**config.mk**
```make
export PLATFORM = sky130hd
export DESIGN_NAME = line_clear
export DESIGN_NICKNAME = d
export VERILOG_FILES = /design/src/rtl/tetris_pkg.sv /design/src/rtl/grid_row_shift.sv /design/src/rtl/line_clear.sv
export SDC_FILE = /design/constraint.sdc
export NUM_CORES = 1
export LEC_CHECK = 0
export CAP_MARGIN = 20
export CORE_MARGIN = 1
export CORE_UTILIZATION = 53
export DETAILED_ROUTE_END_ITERATION = 6
export PLACE_DENSITY = 0.93
export SLEW_MARGIN = 20
export SYNTH_ARGS = -nofsm -noshare
export SYNTH_HDL_FRONTEND = slang
export SYNTH_SLANG_ARGS = --single-unit
export TNS_END_PERCENT = 50
```
**constraint.sdc**
```tcl
create_clock -name clk -period 8.9 [get_ports clk]
set_input_delay 0.89 -clock clk [delete_from_list [all_inputs] [get_ports clk]]
set_output_delay 0.89 -clock clk [all_outputs]
set_load 0.01 [all_outputs]
```
**src/rtl/tetris_pkg.sv**
```systemverilog
// Shared constants, grid type and line-clear FSM states for the tetris datapath.
package tetris_pkg;

  localparam int ROWS       = 22;               // row 0 = top, row ROWS-1 = bottom
  localparam int COLS       = 10;
  localparam int SPAWN_ROWS = 2;                // hidden rows a new piece spawns into
  localparam int ROW_W      = $clog2(ROWS);     // row pointer width
  localparam int CNT_W      = $clog2(ROWS + 1); // 0..ROWS rows removed per pass

  typedef logic [ROWS-1:0][COLS-1:0] grid_t;

  typedef enum logic [1:0] {
    LC_IDLE,
    LC_SCAN,
    LC_SHIFT,
    LC_DONE
  } lc_state_t;

endpackage

```
**src/rtl/grid_row_shift.sv**
```systemverilog
// Combinational row removal: drops row r, moves rows 0..r-1 down by one and
// zeroes row 0. Rows below r are passed through untouched.
module grid_row_shift
  import tetris_pkg::*;
(
  input  logic [ROWS-1:0][COLS-1:0] grid,
  input  logic [ROW_W-1:0]          r,
  output logic [ROWS-1:0][COLS-1:0] shifted
);

  // The top row always becomes empty, whatever row is removed.
  assign shifted[0] = '0;

  for (genvar i = 1; i < ROWS; i++) begin : g_row
    assign shifted[i] = (ROW_W'(i) <= r) ? grid[i-1] : grid[i];
  end

endmodule

```
**src/rtl/line_clear.sv**
```systemverilog
// Line clear engine: scans a merged grid bottom-up, removes every full row,
// compacts the rows above and reports per-pass and running line counts plus
// a sticky game-over flag when a spawn row is still occupied afterwards.
module line_clear
  import tetris_pkg::*;
#(
  parameter int TOTAL_W = 10
) (
  input  logic                      clk,
  input  logic                      reset,
  input  logic                      start,
  input  logic [ROWS-1:0][COLS-1:0] grid_in,
  output logic [ROWS-1:0][COLS-1:0] grid_out,
  output logic                      busy,
  output logic                      done,
  output logic [CNT_W-1:0]          lines_cleared,
  output logic [TOTAL_W-1:0]        total_lines,
  output logic                      game_over
);

  localparam int                 SUM_W     = ((TOTAL_W > CNT_W) ? TOTAL_W : CNT_W) + 1;
  localparam logic [TOTAL_W-1:0] TOTAL_MAX = '1;

  lc_state_t      state;
  grid_t          work;
  grid_t          shifted;
  logic [ROW_W-1:0] r;
  logic [CNT_W-1:0] count;

  logic             scan_full;
  logic             shift_full;
  logic             enter_done;
  grid_t            final_grid;
  logic [CNT_W-1:0] final_count;
  logic [SUM_W-1:0] total_sum;
  logic [TOTAL_W-1:0] total_next;

  grid_row_shift u_shift (
    .grid    (work),
    .r       (r),
    .shifted (shifted)
  );

  assign scan_full  = &work[r];
  // In SHIFT the row that has just dropped into r is tested in the same
  // cycle, so each removed row costs exactly one extra cycle.
  assign shift_full = &shifted[r];

  assign busy = (state != LC_IDLE);
  assign done = (state == LC_DONE);

  // Decide whether this cycle ends the pass and what the final grid/count are.
  always_comb begin
    // NOTE: every always_comb output gets a default first so no latch is inferred.
    enter_done  = 1'b0;
    final_grid  = work;
    final_count = count;
    case (state)
      LC_SCAN: begin
        enter_done = !scan_full && (r == '0);
      end
      LC_SHIFT: begin
        final_grid  = shifted;
        final_count = count + CNT_W'(1);
        enter_done  = !shift_full && (r == '0);
      end
      default: ;
    endcase
    total_sum  = SUM_W'(total_lines) + SUM_W'(final_count);
    total_next = (total_sum > SUM_W'(TOTAL_MAX)) ? TOTAL_MAX : total_sum[TOTAL_W-1:0];
  end

  // Control FSM, row pointer, pass counter and registered results.
  always_ff @(posedge clk or posedge reset) begin
    if (reset) begin
      state         <= LC_IDLE;
      r             <= '0;
      count         <= '0;
      grid_out      <= '0;
      lines_cleared <= '0;
      total_lines   <= '0;
      game_over     <= 1'b0;
    end else begin
      // NOTE: sequential state uses non-blocking assignments only.
      case (state)
        LC_IDLE: begin
          if (start) begin
            state <= LC_SCAN;
            r     <= ROW_W'(ROWS - 1);
            count <= '0;
          end
        end
        LC_SCAN: begin
          if (scan_full)       state <= LC_SHIFT;
          else if (r == '0)    state <= LC_DONE;
          else                 r     <= r - ROW_W'(1);
        end
        LC_SHIFT: begin
          count <= count + CNT_W'(1);
          if (shift_full) begin
            state <= LC_SHIFT;
          end else if (r == '0) begin
            state <= LC_DONE;
          end else begin
            state <= LC_SCAN;
            r     <= r - ROW_W'(1);
          end
        end
        default: state <= LC_IDLE;
      endcase

      // Results land together with the done cycle and hold until the next pass ends.
      if (enter_done) begin
        grid_out      <= final_grid;
        lines_cleared <= final_count;
        total_lines   <= total_next;
        game_over     <= game_over | (|final_grid[SPAWN_ROWS-1:0]);
      end
    end
  end

  // Working copy of the grid: loaded on an accepted start, compacted in SHIFT.
  always_ff @(posedge clk) begin
    // NOTE: no reset on the work grid; it is always reloaded before it is read.
    if (state == LC_IDLE && start) work <= grid_in;
    else if (state == LC_SHIFT)    work <= shifted;
  end

endmodule

```
=== Yosys cells after proc, flatten, opt, wreduce, memory -nomap -nowiden ===
Cells that the tools add are included.
W data, S select, Z words.

* Logic and storage cells: 143
* Output and inout bits: 238
* Bits in registers: 468
* Input bits: 223

* Magnitude comparators: 23
* Reductions and logical operators: 16
* Eq/ne operators: 7
* Add/subtract/negate cells: 3
* Bitwise logic cells: 1
* Mux-type cells: 43

{| class="wikitable"
|+ Operators by type and width
! operator !! count
|-
| $mux W220 || 2
|-
| $mux W10 || 24
|-
| $bmux W10 S5 || 2
|-
| $le A4 B5 Y1 const A || 8
|-
| $le A5 B5 Y1 const A || 6
|-
| $mux W5 || 6
|-
| $le A3 B5 Y1 const A || 4
|-
| $reduce_and A10 Y1 || 2
|-
| $reduce_or A20 Y1 || 1
|-
| $pmux W5 S3 || 1
|-
| $add A10 B5 Y11 || 1
|-
| $gt A11 B10 Y1 const B || 1
|-
| $le A2 B5 Y1 const A || 2
|-
| $mux W2 || 5
|-
| $pmux W5 S2 || 1
|-
| $lt A5 B6 Y1 const B || 1
|-
| $ne A2 B2 Y1 const B || 3
|-
| $pmux W2 S3 || 1
|-
| $add A5 B1 Y5 const B || 1
|-
| $le A1 B5 Y1 const A || 1
|-
| $logic_not A5 Y1 || 1
|-
| $sub A5 B1 Y5 const B || 1
|-
| $eq A2 B2 Y1 const B || 2
|-
| $reduce_and A2 Y1 || 2
|-
| other kinds (10) || 14
|}

=== Depth between registers and ports, before layout ===
Gate-level depths: netlist of run 1.

* Word-level depth: 8
* Mapped depth: 19
* Mapped depth without buffers: 14

=== By module ===
From an unflattened synthesis of run 1, not the netlist that was laid out.

* Cells, all modules: 2,366
* Area total of the unflattened synthesis: 22,819.4 µm²

{| class="wikitable"
|+ Modules (own cells, without submodules)
! module !! area each (µm²) !! instances !! cells each
|-
| line_clear || 19,980.4 || 1 || 2,105
|-
| grid_row_shift || 2,839.0 || 1 || 261
|}

=== Worst setup path after synthesis of run 1 ===
Ideal clock, no wire load.

* Path kind: flip-flop to flip-flop
* From: register r[1]
* To: register grid_out[200] (netlist bit)
* Cell stages (with the launch flop): 19
* Required time: 8,775 ps
* Data arrival time: 4,290 ps
* Slack: 4,485 ps
* Library setup time: 125 ps
* Clock period less this slack: 4,415 ps
* Cells stage by stage: dfrtp_1 buf_4 buf_4 buf_4 clkinv_1 buf_2 ha_1 clkbuf_1 or3_1 o31ai_4 mux2i_1 a22oi_1 and3_1 nor4b_1 a221o_1 nor4b_2 nor2_1 clkbuf_1 mux2_2

* Cells in the longest elaborated chain, start to end: 8
* Elaborated cells between the ends (all ways): 55
* Those cells by class: 21 x order compare; 27 x mux; 7 x reduce/logical

{| class="wikitable"
|+ Ends and longest elaborated chain
! element !! RTL line !! RTL
|-
| start, declared || line_clear.sv:27 || <nowiki>logic [ROW_W-1:0] r;</nowiki>
|-
| start signal, assigned || line_clear.sv:89 || <nowiki>r <= ROW_W'(ROWS - 1);</nowiki>
|-
| start signal, assigned || line_clear.sv:96 || <nowiki>else r <= r - ROW_W'(1);</nowiki>
|-
| start signal, assigned || line_clear.sv:106 || <nowiki>r <= r - ROW_W'(1);</nowiki>
|-
| $le A1 B5 Y1 (tied with other cells) || grid_row_shift.sv:15 || <nowiki>assign shifted[i] = (ROW_W'(i) <= r) ? grid[i-1] : grid[i];</nowiki>
|-
| $mux W10 || grid_row_shift.sv:15 ||
|-
| $bmux W10 S5 || line_clear.sv:47 || <nowiki>assign shift_full = &shifted[r];</nowiki>
|-
| $mux W10 (not written as such) || line_clear.sv:47 ||
|-
| $reduce_and A10 Y1 || line_clear.sv:47 ||
|-
| $logic_not A1 Y1 || line_clear.sv:65 || <nowiki>enter_done = !shift_full && (r == '0);</nowiki>
|-
| $logic_and A1 B1 Y1 || line_clear.sv:65 ||
|-
| $pmux W1 S2 || line_clear.sv:58 || <nowiki>case (state)</nowiki>
|-
| end signal, assigned || line_clear.sv:114 || <nowiki>grid_out <= final_grid;</nowiki>
|-
| end, declared || line_clear.sv:13 || <nowiki>output logic [ROWS-1:0][COLS-1:0] grid_out,</nowiki>
|}

Several ways; a longest one is shown, not always the timed one. The select of a mux whose other input is x is not followed.
A chain may end at the register's enable or synchronous reset.

=== Worst setup path after layout of run 1 ===
* From: register r[0]
* To: register grid_out[132] (netlist bit)

Same word-level chain as after synthesis.

==> results of run 1 <==
final cells by class:
class                      count  area, sq um
clock buffer                  71         1420
clock inverter                17          260
fill                        3169        13900
inverter                     133          507
multi-input combinational   1539        12200
sequential                   468        10600
tap                          592          741
timing repair buffer         483         4830
synth_stat cells (6+ instances only):
library cell    n
o22ai_1         7
a211oi_1       14
nand3b_1        6
dfrtp_1       248
and3_1          6
a311oi_1       13
o221ai_1        6
buf_4          15
buf_6          10
inv_1         129
nand2_1       121
mux2i_1       314
nand2b_1       16
o211ai_1       15
clkbuf_1       76
o21a_1          6
a211o_1         7
o2bb2ai_1       8
nor3_1         14
a221oi_1       18
nor2b_1        16
nand3_1        24
ha_1           17
mux2_2        273
buf_2          42
nor2_1        163
mux2_1         74
nor4_1         13
a31oi_1        18
a22oi_1        18
dfxtp_1       220
a21o_1          8
a221o_1        11
a21oi_1       177
o21ai_0        48
nand4_1        19
kinds of logic (layout without fill, tap and decap cells):
logic type,after synthesis,in the layout
AOI/OAI and AO/OA,420,420
xor gates and xnor gates,6,6
and+or+nand+nor,429,429
DFF,468,468
muxes,666,666
adders and majority gates,18,18
buffers and inverters,280,704
stage by stage:
step / hold WS, ns / worst slack, ns
after floorplan: 0.466 / 1.20
after global placement: 0.473 / 3.06
after detailed placement: 0.475 / 3.09
after CTS: 0.489 / 3.02
after global routing: 0.500 / 2.60
final: 0.488 / 2.68
layer usage:
metal,GRT usage,wire length [microns],up-vias
li1,-,-,9008
met1,0.492,35000,10336
met2,0.612,41800,1358
met3,0.0667,8300,260
met4,0.159,3660,0
met5,0,0,-
state kept, by name (all words and copies together), names as in the netlist:
register       cells
count              5
game_over          1
grid_out         220
lines_cleared      5
r                  5
state              2
total_lines       10
work             220
worst reg2reg max path, stage by stage (launching register included):
cell and delay, ns:
dfrtp_4 0.85, inv_1 0.52, buf_4 0.34, ha_1 0.33
a211o_1 0.25, a21oi_1 0.49, a32oi_1 0.20, nor4bb_1 0.88
nand4_1 0.28, and3_1 0.25, a22o_1 0.22, nor4b_2 0.23
buf_4 0.24, nor2_4 0.07, buf_12 0.25, mux2i_1 0.72
power breakdown:
part           internal [mW]  switching, mW
clock network           1.28          0.873
registers               3.03           1.33
logic                   2.67           2.89
total                   6.98           5.09
path summary, 6_finish.rpt:
path	from	end	slack (ns)	cells past startpoint
worst max-delay path	r[0]$_DFFE_PP0P_	grid_out[132]$_DFFE_PP0P_	2.68	15
worst min register to register	grid_out[90]$_DFFE_PP0P_	grid_out[90]$_DFFE_PP0P_	0.49	1
worst max register to register	r[0]$_DFFE_PP0P_	grid_out[132]$_DFFE_PP0P_	2.68	15
worst min-delay path	grid_out[90]$_DFFE_PP0P_	grid_out[90]$_DFFE_PP0P_	0.49	1
max in group asynchronous	reset	r[2]$_DFFE_PP0P_	6.46	3
min in group asynchronous	reset	grid_out[79]$_DFFE_PP0P_	0.79	2
==> results.md, run 1 <==
* Clk slew on worst S/H paths at 0.06 ns
* Fin area at 30600 sq um
* Placed cell area at 28900 sq um
* Synth Instances at 2287
* Most used DFF post-synth: dfrtp_1
* Top cell type's share of synthesized area at 0.258
* Worst path max stage delay at 0.88 ns
* Die height at 215 microns
* Final Hold Violating Endpoints at 0
* Least-Margin Pin Slew at 1.16 ns
* DR WL/cell at 26.9 microns
* Worst path top cell family by delay: simple AND/OR/NAND/NOR gates
* Fin util at 0.687
* Critical path buffer and inverter count at 4
* Clock Skews at 0.0286 ns
* Placed cell count at 3214
* Post-CTS sizing at 0
* Worst path required time at 9.39 ns
* Slowest CP cell: nor4bb_1
* Main combinational cell family by area after synthesis: multiplexers
* ANT nets after route at 0
* Crit path max fanout at 146
* Max_slew headroom at 0.226
* Buffers on Ports at 460
* First-pass GRT wire length at 134000 microns
* Mapped Nets at 2528
* Final min period at 6.22 ns
* Most used cell, CP: buf_4
* Row cnt at 77
* Outcome: finished clean
* Pwr Density at 395 nW/um^2
* Vias per Instance at 6.35
* Synth Area in Compound Gates at 0.114
* Clock buffer depth at 3
* Unrepaired setup endpoints after global routing: no
* # H-tree levels at 2
* Mux cell area share after synthesis at 0.298
* Hold-fix buffers, CTS at 0
* Setup CP Type: register to register
* Routability cong. at 0.959
* CP Cell Sequence: inv_1 > buf_4 > ha_1 > a211o_1 > a21oi_1 > a32oi_1 > nor4bb_1 > nand4_1 > and3_1 > a22o_1 > nor4b_2 > buf_4 > nor2_4 > buf_12 > mux2i_1
* Synth area leaders: dfrtp_1 26%, dfxtp_1 18%, mux2i_1 13%
* I/O pin total at 461
* Clock Latency Late Sink at 0.60 ns
* Core area at 44500 sq um
* Post-route non-filler standard cell count at 3303
* F_max at 161 MHz
* Initial Util at 0.540
* DRC errors left at 0
* Worst VDD drop at 0.220 mV
* Leakage at 13.2 nW
* Area growth, synth to finish at 27.3%
* Register area share after synthesis at 0.442
* Tot Pwr at 12.1 mW
* Clk sinks at 468
* Adder-cell share of the synthesized area at 0.00968
* Max Cap Viol at 0
* CP arrival at 6.71 ns
* Post-CTS Setup Bufs at 0
* Top cell type by total area after synthesis: dfrtp_1
* Ys Warns at 0
* Via count at 21.0k
* Root buffer cell: clkbuf_16
* Chip Width at 215 microns
* Synth Area in XOR/XNOR at 0.00219
* Commonest non-fill, non-tap cell in the layout: clkdlybuf4s50_1
* Max Slew Vio Count at 0
* Seq cells post-synth at 468
* Critical Path End Type: register
* Async SR Flop Fraction at 0.530
* Startpoint Class: register
* Number of enable flip-flop cells after synthesis at 0
* DRT iter0 DRCs at 2306
* HP Class: register to register
* Gr ovfl total at 0
* Sum of negative setup slack at 0 ns
* Tcrit/Tclk final at 0.699
* Initial antenna violation count at 0
* Fraction of layout cells with a size suffix above 1 at 0.152
* Routed WL at 88800 microns
* Final Setup Violations at 0
* Vias in the first global route at 21.7k
* TritonCTS Buffers at 48
* Diode count at 0
* Die area at 46200 sq um
* Most frequent cells in the layout: 460 x clkdlybuf4s50_1, 314 x mux2i_1, 273 x mux2_2
* Nets@finish at 2914
* TritonCTS clock tree: done
* Mapped Area at 24000 sq um
* 1st-pass router iterations at 7
* Simple-gate share of the synthesized area at 0.0833
* Synth cell types at 86
* Largest net degree at the start of global routing at 162
* Dpl hpwl at 62600 microns
* Syn Area/Cell at 10.5 sq um
* Total track usage at 0.376
Power figures use the tool's default switching activity.
==> run 2: changes to the inputs <==
==> constraint.sdc (replaced) <==
create_clock -name clk -period 6.4 [get_ports clk]
set_input_delay 0.64 -clock clk [delete_from_list [all_inputs] [get_ports clk]]
set_output_delay 0.64 -clock clk [all_outputs]
set_load 0.01 [all_outputs]
==> results.md, run 2 (synthesis gave the netlist of run 1 again) <==
* DRT iter0 DRCs at 2167 (was 2306)
* DRC errors left at 0 (unchanged)
* # H-tree levels at 2 (unchanged)
* Final Hold Violating Endpoints at 0 (unchanged)
* Chip Width at 215 microns (unchanged)
* I/O pin total at 461 (unchanged)
* First-pass GRT wire length at 133000 microns (was 134000 microns)
* Final min period at 5.52 ns (was 6.22 ns)
* Clk slew on worst S/H paths at 0.06 ns (about the same)
* ANT nets after route at 0 (unchanged)
* Area growth, synth to finish at 27.1% (was 27.3%)
* Gr ovfl total at 0 (unchanged)
* Sw Pwr at 7.09 mW (was 5.09 mW)
* Crit path max fanout at 115 (was 146)
* Final Setup Violations at 0 (unchanged)
* Die area at 46200 sq um (unchanged)
* Critical Path End Type: register (unchanged)
* Hold-fix buffers, CTS at 0 (unchanged)
* Worst path required time at 6.86 ns (was 9.39 ns)
* Sum of negative setup slack at 0 ns (unchanged)
* HP Class: register to register (unchanged)
* Fraction of layout cells with a size suffix above 1 at 0.154 (was 0.152)
* Clock Skews at 0.0176 ns (was 0.0286 ns)
* 1st-pass router iterations at 6 (was 7)
* TritonCTS Buffers at 46 (was 48)
* Most frequent cells in the layout: 460 x clkdlybuf4s50_1, 314 x mux2i_1, 273 x mux2_2 (unchanged)
* Core area at 44500 sq um (unchanged)
* Clock Latency Late Sink at 0.59 ns (was 0.60 ns)
* Diode count at 0 (unchanged)
* Initial antenna violation count at 3 (was 0)
* Outcome: finished clean (unchanged)
* Tcrit/Tclk final at 0.863 (was 0.699)
* Startpoint Class: register (unchanged)
* Sw Share at 0.425 (was 0.422)
* Buffers on Ports at 460 (unchanged)
* Pwr Density at 545 nW/um^2 (was 395 nW/um^2)
* Total track usage at 0.376 (about the same)
* Clk sinks at 468 (unchanged)
* Dpl hpwl at 64400 microns (was 62600 microns)
* Crit path launch: r[0]$_DFFE_PP0P_ (unchanged)
* Crit path to: grid_out[93]$_DFFE_PP0P_ (was grid_out[132]$_DFFE_PP0P_)
* Post-CTS sizing at 0 (unchanged)
* Worst VDD drop at 0.320 mV (was 0.220 mV)
* Post-CTS Setup Bufs at 0 (unchanged)
* Routed WL at 89300 microns (was 88800 microns)
* Largest net degree at the start of global routing at 194 (was 162)
* Least-Margin Pin Slew at 1.07 ns (was 1.16 ns)
* Reg2reg path depth at 13 (was 15)
* Fin util at 0.686 (was 0.687)
* Setup CP Type: register to register (unchanged)
* Flop pwr share at 0.362 (was 0.361)
* Logic gate share of total power at 0.470 (was 0.461)
* Unrepaired setup endpoints after global routing: no (unchanged)
* Clk network pwr share at 0.168 (was 0.179)
* Flop2flop setup slack at 0.88 ns (was 2.68 ns)
* TritonCTS clock tree: done (unchanged)
* CP arrival at 5.98 ns (was 6.71 ns)
* Initial Util at 0.540 (unchanged)
* Clock buffer depth at 3 (unchanged)
* Critical R2R Launch: r[0]$_DFFE_PP0P_ (unchanged)
* Max Cap Viol at 0 (unchanged)
* Max_slew headroom at 0.284 (was 0.226)
* F_max at 181 MHz (was 161 MHz)
* DR WL/cell at 27.0 microns (was 26.9 microns)
* Registers with the most flip-flops: grid_out: 220 flops, work: 220 flops, total_lines: 10 flops (unchanged)
* Routability cong. at 0.963 (was 0.959)
* Die height at 215 microns (unchanged)
* Via count at 20.8k (was 21.0k)
* Nets@finish at 2919 (was 2914)
* Leakage at 13.2 nW (about the same)
* Vias per Instance at 6.29 (was 6.35)
* Internal power component at 9.57 mW (was 6.98 mW)
* Commonest non-fill, non-tap cell in the layout: clkdlybuf4s50_1 (unchanged)
* Reg2Reg Capture Point: grid_out[93]$_DFFE_PP0P_ (was grid_out[132]$_DFFE_PP0P_)
* Row cnt at 77 (unchanged)
* Root buffer cell: clkbuf_16 (unchanged)
* Max Slew Vio Count at 0 (unchanged)
* Vias in the first global route at 21.3k (was 21.7k)
-- run 2: cell types whose count changed in the layout (fill, tap and decap cells not counted), sizes merged --
cell and change:
clkinv +3, buf +7, clkinvlp +6, inv -6, bufinv -3, clkbuf -4
-- run 2: worst min-delay path by stage --
stage / from / to / slack (ns) / cells after the start
floorplan: count[4]$_DFFE_PP0P_ / count[4]$_DFFE_PP0P_ / 0.47 / 1
global placement: grid_out[20]$_DFFE_PP0P_ / grid_out[20]$_DFFE_PP0P_ / 0.47 / 1
detailed placement: grid_out[21]$_DFFE_PP0P_ / grid_out[21]$_DFFE_PP0P_ / 0.48 / 1
CTS: grid_out[63]$_DFFE_PP0P_ / grid_out[63]$_DFFE_PP0P_ / 0.49 / 1
global route: grid_out[94]$_DFFE_PP0P_ / grid_out[94]$_DFFE_PP0P_ / 0.51 / 1
finish: grid_out[21]$_DFFE_PP0P_ / grid_out[21]$_DFFE_PP0P_ / 0.49 / 1
-- run 2: per-layer routing --
layer | global-route usage | wire (microns) | share of wire | up-vias
li1 | - | - | - | 9005
met1 | 0.489 | 35400 | 0.40 | 10296
met2 | 0.624 | 42700 | 0.48 | 1239
met3 | 0.0611 | 7550 | 0.084 | 242
met4 | 0.155 | 3590 | 0.040 | 4
met5 | 0 | 26 | 0.00029 | -
-- run 2: cell type report --
type / count / area [sq um]
multi-input cells: 1539 / 12200
well taps: 592 / 741
clock inverters: 17 / 180
clock buffers: 67 / 1390
flip-flops and latches: 468 / 10600
fillers: 3244 / 14000
inverters: 133 / 503
repair buffers: 490 / 4890
-- run 2: worst max-delay path, stage by stage (launching register included) --
cell and delay [ns]:
dfrtp_4 0.61, inv_1 0.41, ha_1 0.55, nor4_2 0.15, nor2_1 0.45, mux2i_1 0.27, a221oi_1 0.13, nor4_1 0.69
a31oi_1 0.14, a221o_1 0.41, nor4b_2 0.45, nor2_4 0.09, buf_12 0.21, mux2_1 0.53
-- run 2: power groups by stage --
| stage | clock network (mW) | logic, mW | registers [mW] |
|---|---|---|---|
| final | 2.80 | 7.83 | 6.03 |
| after floorplan | 0 | 4.83 | 5.26 |
| after detailed placement | 0 | 7.59 | 5.94 |
| after CTS | 2.82 | 7.70 | 5.91 |
| after global placement | 0 | 7.36 | 5.91 |
| after global routing | 2.93 | 8.26 | 6.05 |
-- run 2: metrics by stage --
step / total power [mW] / instances / hold slack [ns] / area (sq um) / setup slack [ns]
after floorplan: 10.1 / 2287 / 0.466 / 24000 / 1.99
after global placement: 13.3 / 3222 / 0.472 / 29000 / 1.30
after detailed placement: 13.5 / 3222 / 0.478 / 29000 / 1.23
after CTS: 16.4 / 3306 / 0.492 / 30500 / 1.16
after global routing: 17.2 / 3306 / 0.507 / 30500 / 0.811
final: 16.7 / 3306 / 0.489 / 30500 / 0.877
